--- config.mk ---
export PLATFORM = sky130hd
export DESIGN_NAME = ahb_lite_rr_master
export DESIGN_NICKNAME = d
export VERILOG_FILES = /design/src/rtl/ahb_lite_rr_master.sv
export SDC_FILE = /design/constraint.sdc
export NUM_CORES = 1
export LEC_CHECK = 0
export CORE_MARGIN = 8
export CORE_UTILIZATION = 36
export DETAILED_ROUTE_END_ITERATION = 8
export HOLD_SLACK_MARGIN = 0.06
export PLACE_DENSITY = 0.81
export SKIP_LAST_GASP = 1
export SYNTH_ARGS = -nofsm -noshare
export SYNTH_HDL_FRONTEND = slang
export SYNTH_SLANG_ARGS = --single-unit
--- constraint.sdc ---
create_clock -name aclk -period 2.2 [get_ports aclk]
set_clock_uncertainty 0.2 [all_clocks]
set_input_delay 0.44 -clock aclk [delete_from_list [all_inputs] [get_ports aclk]]
set_output_delay 0.44 -clock aclk [all_outputs]
set_load 0.02 [all_outputs]
--- src/rtl/ahb_lite_rr_master.sv ---
// ahb_lite_rr_master: shares one AHB-Lite master port among N_REQ request/response clients.
// One single-beat NONSEQ transfer is in flight at a time. Grants rotate round-robin, and the
// completion (read data, error flag) is returned to the client that issued the transfer.
module ahb_lite_rr_master #(
    parameter int unsigned N_REQ      = 2,
    parameter int unsigned ADDR_WIDTH = 32
) (
    input  logic                        aclk,
    input  logic                        reset,
    input  logic [N_REQ-1:0]            req_valid,
    output logic [N_REQ-1:0]            req_ready,
    input  logic [N_REQ*ADDR_WIDTH-1:0] req_addr,
    input  logic [N_REQ-1:0]            req_write,
    input  logic [N_REQ*3-1:0]          req_size,
    input  logic [N_REQ*32-1:0]         req_wdata,
    output logic [N_REQ-1:0]            rsp_valid,
    output logic [31:0]                 rsp_rdata,
    output logic                        rsp_err,
    output logic [ADDR_WIDTH-1:0]       haddr,
    output logic [2:0]                  hburst,
    output logic                        hmastlock,
    output logic [3:0]                  hprot,
    output logic [2:0]                  hsize,
    output logic [1:0]                  htrans,
    output logic [31:0]                 hwdata,
    output logic                        hwrite,
    input  logic [31:0]                 hrdata,
    input  logic                        hready,
    input  logic                        hresp
);

    localparam int unsigned IDX_W = (N_REQ > 1) ? $clog2(N_REQ) : 1;

    localparam logic [1:0] HTRANS_IDLE   = 2'b00;
    localparam logic [1:0] HTRANS_NONSEQ = 2'b10;

    typedef enum logic [1:0] {StIdle, StAddr, StData} state_t;

    state_t                 r_state;
    state_t                 w_state_nxt;
    logic [IDX_W-1:0]       r_last_grant;
    logic [ADDR_WIDTH-1:0]  r_addr;
    logic                   r_write;
    logic [2:0]             r_size;
    logic [31:0]            r_wdata;
    logic [N_REQ-1:0]       r_rsp_valid;
    logic [31:0]            r_rsp_rdata;
    logic                   r_rsp_err;

    logic                   w_any_valid;
    logic                   w_accept;
    logic                   w_done;
    logic [IDX_W-1:0]       w_grant;
    logic                   w_found;
    int unsigned            w_idx;

    // Per-client views of the flattened request buses.
    logic [ADDR_WIDTH-1:0]  w_addr_arr  [N_REQ];
    logic [2:0]             w_size_arr  [N_REQ];
    logic [31:0]            w_wdata_arr [N_REQ];

    for (genvar i = 0; i < N_REQ; i++) begin : g_unpack
        assign w_addr_arr[i]  = req_addr[i*ADDR_WIDTH +: ADDR_WIDTH];
        assign w_size_arr[i]  = req_size[i*3 +: 3];
        assign w_wdata_arr[i] = req_wdata[i*32 +: 32];
    end

    assign w_any_valid = |req_valid;
    // Requests are only taken in IDLE, and never while reset is held.
    assign w_accept    = (r_state == StIdle) && w_any_valid && !reset;
    assign w_done      = (r_state == StData) && hready;

    // Round-robin pick: first valid client after r_last_grant, wrapping modulo N_REQ.
    always_comb begin
        w_grant = r_last_grant;
        w_found = 1'b0;
        w_idx   = 0;
        for (int unsigned k = 1; k <= N_REQ; k++) begin
            w_idx = (32'(r_last_grant) + k) % N_REQ;
            if (!w_found && req_valid[IDX_W'(w_idx)]) begin
                w_found = 1'b1;
                w_grant = IDX_W'(w_idx);
            end
        end
    end

    // FSM next state plus the state-decoded outputs (htrans, accept strobe).
    always_comb begin
        w_state_nxt = r_state;
        htrans      = HTRANS_IDLE;
        req_ready   = '0;
        unique case (r_state)
            StIdle: begin
                if (w_accept) begin
                    req_ready[w_grant] = 1'b1;
                    w_state_nxt        = StAddr;
                end
            end
            StAddr: begin
                htrans = HTRANS_NONSEQ;
                if (hready) begin
                    w_state_nxt = StData;
                end
            end
            StData: begin
                if (hready) begin
                    w_state_nxt = StIdle;
                end
            end
            default: w_state_nxt = StIdle;
        endcase
    end

    // FSM state register.
    always_ff @(posedge aclk) begin
        if (reset) begin
            r_state <= StIdle;
        end else begin
            r_state <= w_state_nxt;
        end
    end

    // Latch the granted request; the latch drives the bus for the whole transfer.
    always_ff @(posedge aclk) begin
        if (reset) begin
            r_last_grant <= IDX_W'(N_REQ - 1);
            r_addr       <= '0;
            r_write      <= 1'b0;
            r_size       <= '0;
            r_wdata      <= '0;
        end else if (w_accept) begin
            r_last_grant <= w_grant;
            r_addr       <= w_addr_arr[w_grant];
            r_write      <= req_write[w_grant];
            r_size       <= w_size_arr[w_grant];
            r_wdata      <= w_wdata_arr[w_grant];
        end
    end

    // Capture the completing data phase and pulse rsp_valid to the issuing client.
    always_ff @(posedge aclk) begin
        if (reset) begin
            r_rsp_valid <= '0;
            r_rsp_rdata <= '0;
            r_rsp_err   <= 1'b0;
        end else begin
            r_rsp_valid <= '0;
            if (w_done) begin
                // r_last_grant only moves on accept, so it still names the issuer here.
                r_rsp_valid[r_last_grant] <= 1'b1;
                r_rsp_rdata               <= hrdata;
                r_rsp_err                 <= hresp;
            end
        end
    end

    assign haddr     = r_addr;
    assign hwrite    = r_write;
    assign hsize     = r_size;
    assign hwdata    = r_wdata;
    assign hburst    = 3'b000;
    assign hmastlock = 1'b0;
    assign hprot     = 4'b0011;
    assign rsp_valid = r_rsp_valid;
    assign rsp_rdata = r_rsp_rdata;
    assign rsp_err   = r_rsp_err;

    // A waiting client must keep req_valid high until it sees req_ready.
    a_valid_held: assert property (@(posedge aclk) disable iff (reset)
        !$past(reset) |-> (($past(req_valid) & ~$past(req_ready) & ~req_valid) == '0));

    // Only byte, halfword and word transfers are supported.
    a_size_legal: assert property (@(posedge aclk) disable iff (reset)
        w_accept |-> (w_size_arr[w_grant] <= 3'd2));

endmodule

Word level (Yosys, flattened, before mapping)
Index checks and enable logic that the tools add are counted.
{ "word_totals": {"in_bits": 174, "register_bits": 106, "output_inout_bits": 115, "word_cells": 66} }
{ "op_classes": {"n_eq_ne": 5, "bitwise": 2, "addsub": 2, "magnitude_cmp": 7, "mux": 29, "n_reduce_logical": 12} }
{ "op_table": {"columns": ["op", "count"], "rows": [
  ["$mux W32", 6],
  ["$mux W2", 6],
  ["$mux W1", 11],
  ["$mux W3", 3],
  ["$lt A1 B2 Y1 const B", 4],
  ["$logic_and A1 B1 Y1", 6],
  ["$ne A2 B2 Y1 const B", 3],
  ["$pmux W2 S3", 1],
  ["$reduce_or A2 Y1", 2],
  ["$reduce_and A3 Y1", 1],
  ["$add A1 B1 Y1 const B", 2],
  ["$demux W1 S1", 2],
  ["$eq A2 B1 Y1 const B", 1],
  ["$eq A2 B2 Y1 const B", 1],
  ["$ge A1 B1 Y1 const B", 2],
  ["$ge A2 B2 Y1 const B", 1],
  ["$logic_not A1 Y1", 2],
  ["$logic_not A2 Y1", 1],
  ["$not A1 Y2", 1],
  ["$not A1 Y1", 1]
]} }

Depth between registers and ports, before layout
{ "depth": {"word_depth": 13, "depth_mapped": 7, "ltp_nobuf": 3} }

Worst setup path after synthesis
Ideal clock, no wire load.
{ "synth_timing": {"path_type": "in2out", "startpoint": "in reset", "endpoint": "out req_ready[1]", "setup_slack_ns": 0.044, "n_path_buf": 3, "path_stages": 5, "t_required_ns": 1.560, "arrival_ns": 1.516, "path_cell_list": "buf_2 > a21oi_1 > buf_2 > buf_2 > and2_1"} }
{ "synth_between": {"elab_chain_cells": 4} }
{ "synth_lines": {"columns": ["element", "line", "source"], "rows": [
  ["start: declaration", "9", "input logic reset,"],
  ["$logic_not A1 Y1", "70", "assign w_accept = (r_state == StIdle) && w_any_valid && !reset;"],
  ["$logic_and A1 B1 Y1", "70", null],
  ["$mux W2", "94", "if (w_accept) begin"],
  ["$mux W2", "92", "unique case (r_state)"],
  ["end: declaration", "11", "output logic [N_REQ-1:0] req_ready,"]
]} }
No other way between the ends.

Worst setup path in the final report
{ "layout_timing": {"startpoint": "in req_valid[0]", "endpoint": "out req_ready[0]"} }
{ "layout_between": {"elab_chain_cells": 12, "word_cells_on_any_way": 19, "cone_classes": "2 x order compare; 11 x mux; 6 x reduce/logical"} }
{ "layout_lines": {"columns": ["element", "line", "source"], "rows": [
  ["start: declaration", "10", "input logic [N_REQ-1:0] req_valid,"],
  ["$mux W1 (implied by the code) (2 in a row)", "80", "if (!w_found && req_valid[IDX_W'(w_idx)]) begin"],
  ["$mux W1", "80", null],
  ["$logic_not A1 Y1", "80", null],
  ["$logic_and A1 B1 Y1", "80", null],
  ["$mux W1", "80", null],
  ["$lt A1 B2 Y1 (implied by the code) or $ge A1 B1 Y1 (tied branches)", "95", "req_ready[w_grant] = 1'b1;"],
  ["$logic_and A1 B1 Y1 (implied by the code)", "95", null],
  ["$mux W1 (implied by the code)", "95", null],
  ["$demux W1 S1", "95", null],
  ["$mux W2 *", "94", null],
  ["$mux W2 *", "92", null]
]} }
Mark *: on every way between the ends. The rest lies on a longest branch, timed or not. The select of a mux whose other input is x is not followed.

==> flow_metrics.tcl <==
set metrics [dict create \
    status "finished, final reports clean" \
    placed_cells 847 \
    netlist_instances 459 \
    crit_type "input pin to primary output" \
    n_antenna_cell 0 \
    synthFlopType "dfxtp_1" \
    synth_top_area_share_pct 50.0 \
    synth_most_common_cell "dfxtp_1" \
    startpoint_type "input pin" \
    cp_data_required_time_ns 1.56 \
    antenna_left 0 \
    synthTopCellsByArea "dfxtp_1 (50%), a221o_1 (12%), and3_1 (7.7%)" \
    fillers 910 \
    synth_top_area_cell "dfxtp_1" \
    hold_violations 0 \
    tightestPinTransition_ns 0.646 \
    die_h_um 125 \
    ctsHoldBuffers 0 \
    fp.dieW_um 125 \
    ys_async_sr_fraction_pct 0 \
    drv_slew 0 \
    path_max_fanout 2 \
    ys_seq_elements 106 \
    fin_crit_ns 2.19 \
    first_pass_iters 5 \
    maxCapViolations 0 \
    cts_num_sinks 106 \
    ys_types 29 \
    grt_pass1_wl_um 26800 \
    finalWirelength_um 17500 \
    core-area_um2 11500 \
    vdd_drop_max_mv 0.587 \
    grt_pass1_vias 4660 \
    path_clk_slew_ns 0.07 \
    synth_area_per_cell_um2 9.25 \
    period_share_pct 99.4 \
    cts_resized 6 \
    whs_ns 0.255 \
    cts_buffers 9 \
    synth-edff-count 0 \
    grt-ovfl-total 0 \
    multi_input_area_um2 1840 \
    seq_area_um2 2120 \
    slew-limit-headroom_pct 56.9 \
    via_count 4672 \
    nets 889 \
    pin_count 289 \
    initial_core_util_pct 37.0 \
    drive_gt1_share_pct 5.83 \
    grt_setup_unrepaired "true" \
    gp_congestion 0.760 \
    ys_top_cells_by_count "dfxtp_1 (106), nand2_1 (67), and3_1 (52)" \
    drt_iter0_drc 364 \
    cts_setup_buffers 0 \
    htreeDepth 3 \
    hpwl_um 13000 \
    yosysSeqAreaShare_pct 50.0 \
    fin_cells 863 \
    fin_util_pct 64.8 \
    grt_max_degree 70 \
    hold_class "flop to flop" \
    clockBufferDepth 2 \
    synth_area_um2 4250 \
    crit_arrival_ns 1.55 \
    clk_latency_ns 0.35 \
    powerDensity_nw_per_um2 696 \
    cts-root-buf "clkbuf_16" \
    vias_per_cell 5.41 \
    wl_per_cell_um 20.2 \
    finalPower_mw 5.17 \
    area_growth_syn_to_layout_pct 74.9 \
    fmax_mhz 458 \
    cts_tree "yes" \
    port_buffers 279 \
    critPathCaptureType "primary output" \
    drc 0 \
    die_area_um2 15500 \
    rows 39 \
    grt_use_total_pct 21.4 \
    antenna_found_initial 0 \
    setup_viol_count_final 0 \
    yosys_warnings 0 \
    leakagePower_nw 2.87 \
]
-- worst max-delay path, cell delays in order --
cell,delay (ns)
clkdlybuf4s50_1,0.49
nor3b_4,0.20
and3_4,0.23
buf_2,0.18
-- sequential cells by signal, summed over array words and instances, names as in the netlist --
| register | count |
|---|---|
| hsize | 3 |
| r_state | 2 |
| rsp_rdata | 32 |
| hwrite | 1 |
| rsp_err | 1 |
| r_last_grant | 1 |
| hwdata | 32 |
| haddr | 32 |
| rsp_valid | 2 |
-- metal layers --
metal / wire (um) / track usage [%] / vias up / share of wire [%]
li1: - / - / 2188 / -
met1: 6940 / 24.5 / 2222 / 40
met2: 8630 / 36.4 / 237 / 49
met3: 1470 / 6.21 / 25 / 8.4
met4: 413 / 8.79 / 0 / 2.4
met5: 0 / 0 / - / 0
-- worst paths after layout --
check	cells after the start	slack, ns	from	to
min	2	0.25	rsp_rdata[30]$_SDFFE_PP0P_	rsp_rdata[30]$_SDFFE_PP0P_
max reg2reg	5	0.26	r_state[1]$_SDFFE_PP0P_	hwdata[23]$_SDFFE_PP0P_
min reg2reg	2	0.25	rsp_rdata[30]$_SDFFE_PP0P_	rsp_rdata[30]$_SDFFE_PP0P_
max	4	0.01	req_valid[0]	req_ready[0]
-- cells in the final DEF (no fill, tap or decap), types with 2 or more instances in the layout --
master           Yosys  layout
dfxtp_1            106     105
conb_1               2       9
buf_12               0       2
buf_4               10      15
nand4_1             17      17
a31oi_1             17      17
nor3_1               2       2
clkinv_4             0       2
a221o_1             51      51
nor3b_4              1       2
clkdlybuf4s50_1      0     275
and3_1              52      51
clkbuf_16            0       9
inv_1                2       2
a21oi_1             35      34
and3b_1              2       2
nor2_1               3       3
nand3_1             17      17
bufinv_16            0       3
o21ai_0             17      17
nand2_1             67      67
buf_2               11       3
-- per-stage QoR --
stage          TNS [ns]  instance area (um^2)  setup slack (ns)
3_5_place_dp     -14.35                  7080            -0.453
3_3_place_gp     -11.41                  7080            -0.413
6_report              0                  7430            0.0143
4_1_cts          -0.195                  7430            -0.195
5_1_grt         -0.0231                  7430           -0.0231
2_1_floorplan         0                  4270            0.0438
-- power breakdown --
group	switching, mW	internal (mW)
sequential	0.0804	2.05
combinational	0.524	0.630
clock	0.764	1.13
total	1.37	3.80
-- cells by family after synthesis --
kind of cell           after synthesis  share of synthesized area, %
AND/OR/NAND/NOR                    167                          20.5
AO/OA/AOI/OAI                      124                          21.4
flip-flops                         106                          50.0
buffers and inverters               60                          7.93
other                                2                         0.177
-- area by class of cell --
type / count / area share (%)
clock buffers: 9 / 3.03
clock inverters: 7 / 1.70
inverters: 2 / 0.101
multi-input cells: 300 / 24.7
flip-flops and latches: 106 / 28.6
well taps: 143 / 2.41
repair buffers: 296 / 39.4
No activity file was read; power rests on OpenSTA's default activity.
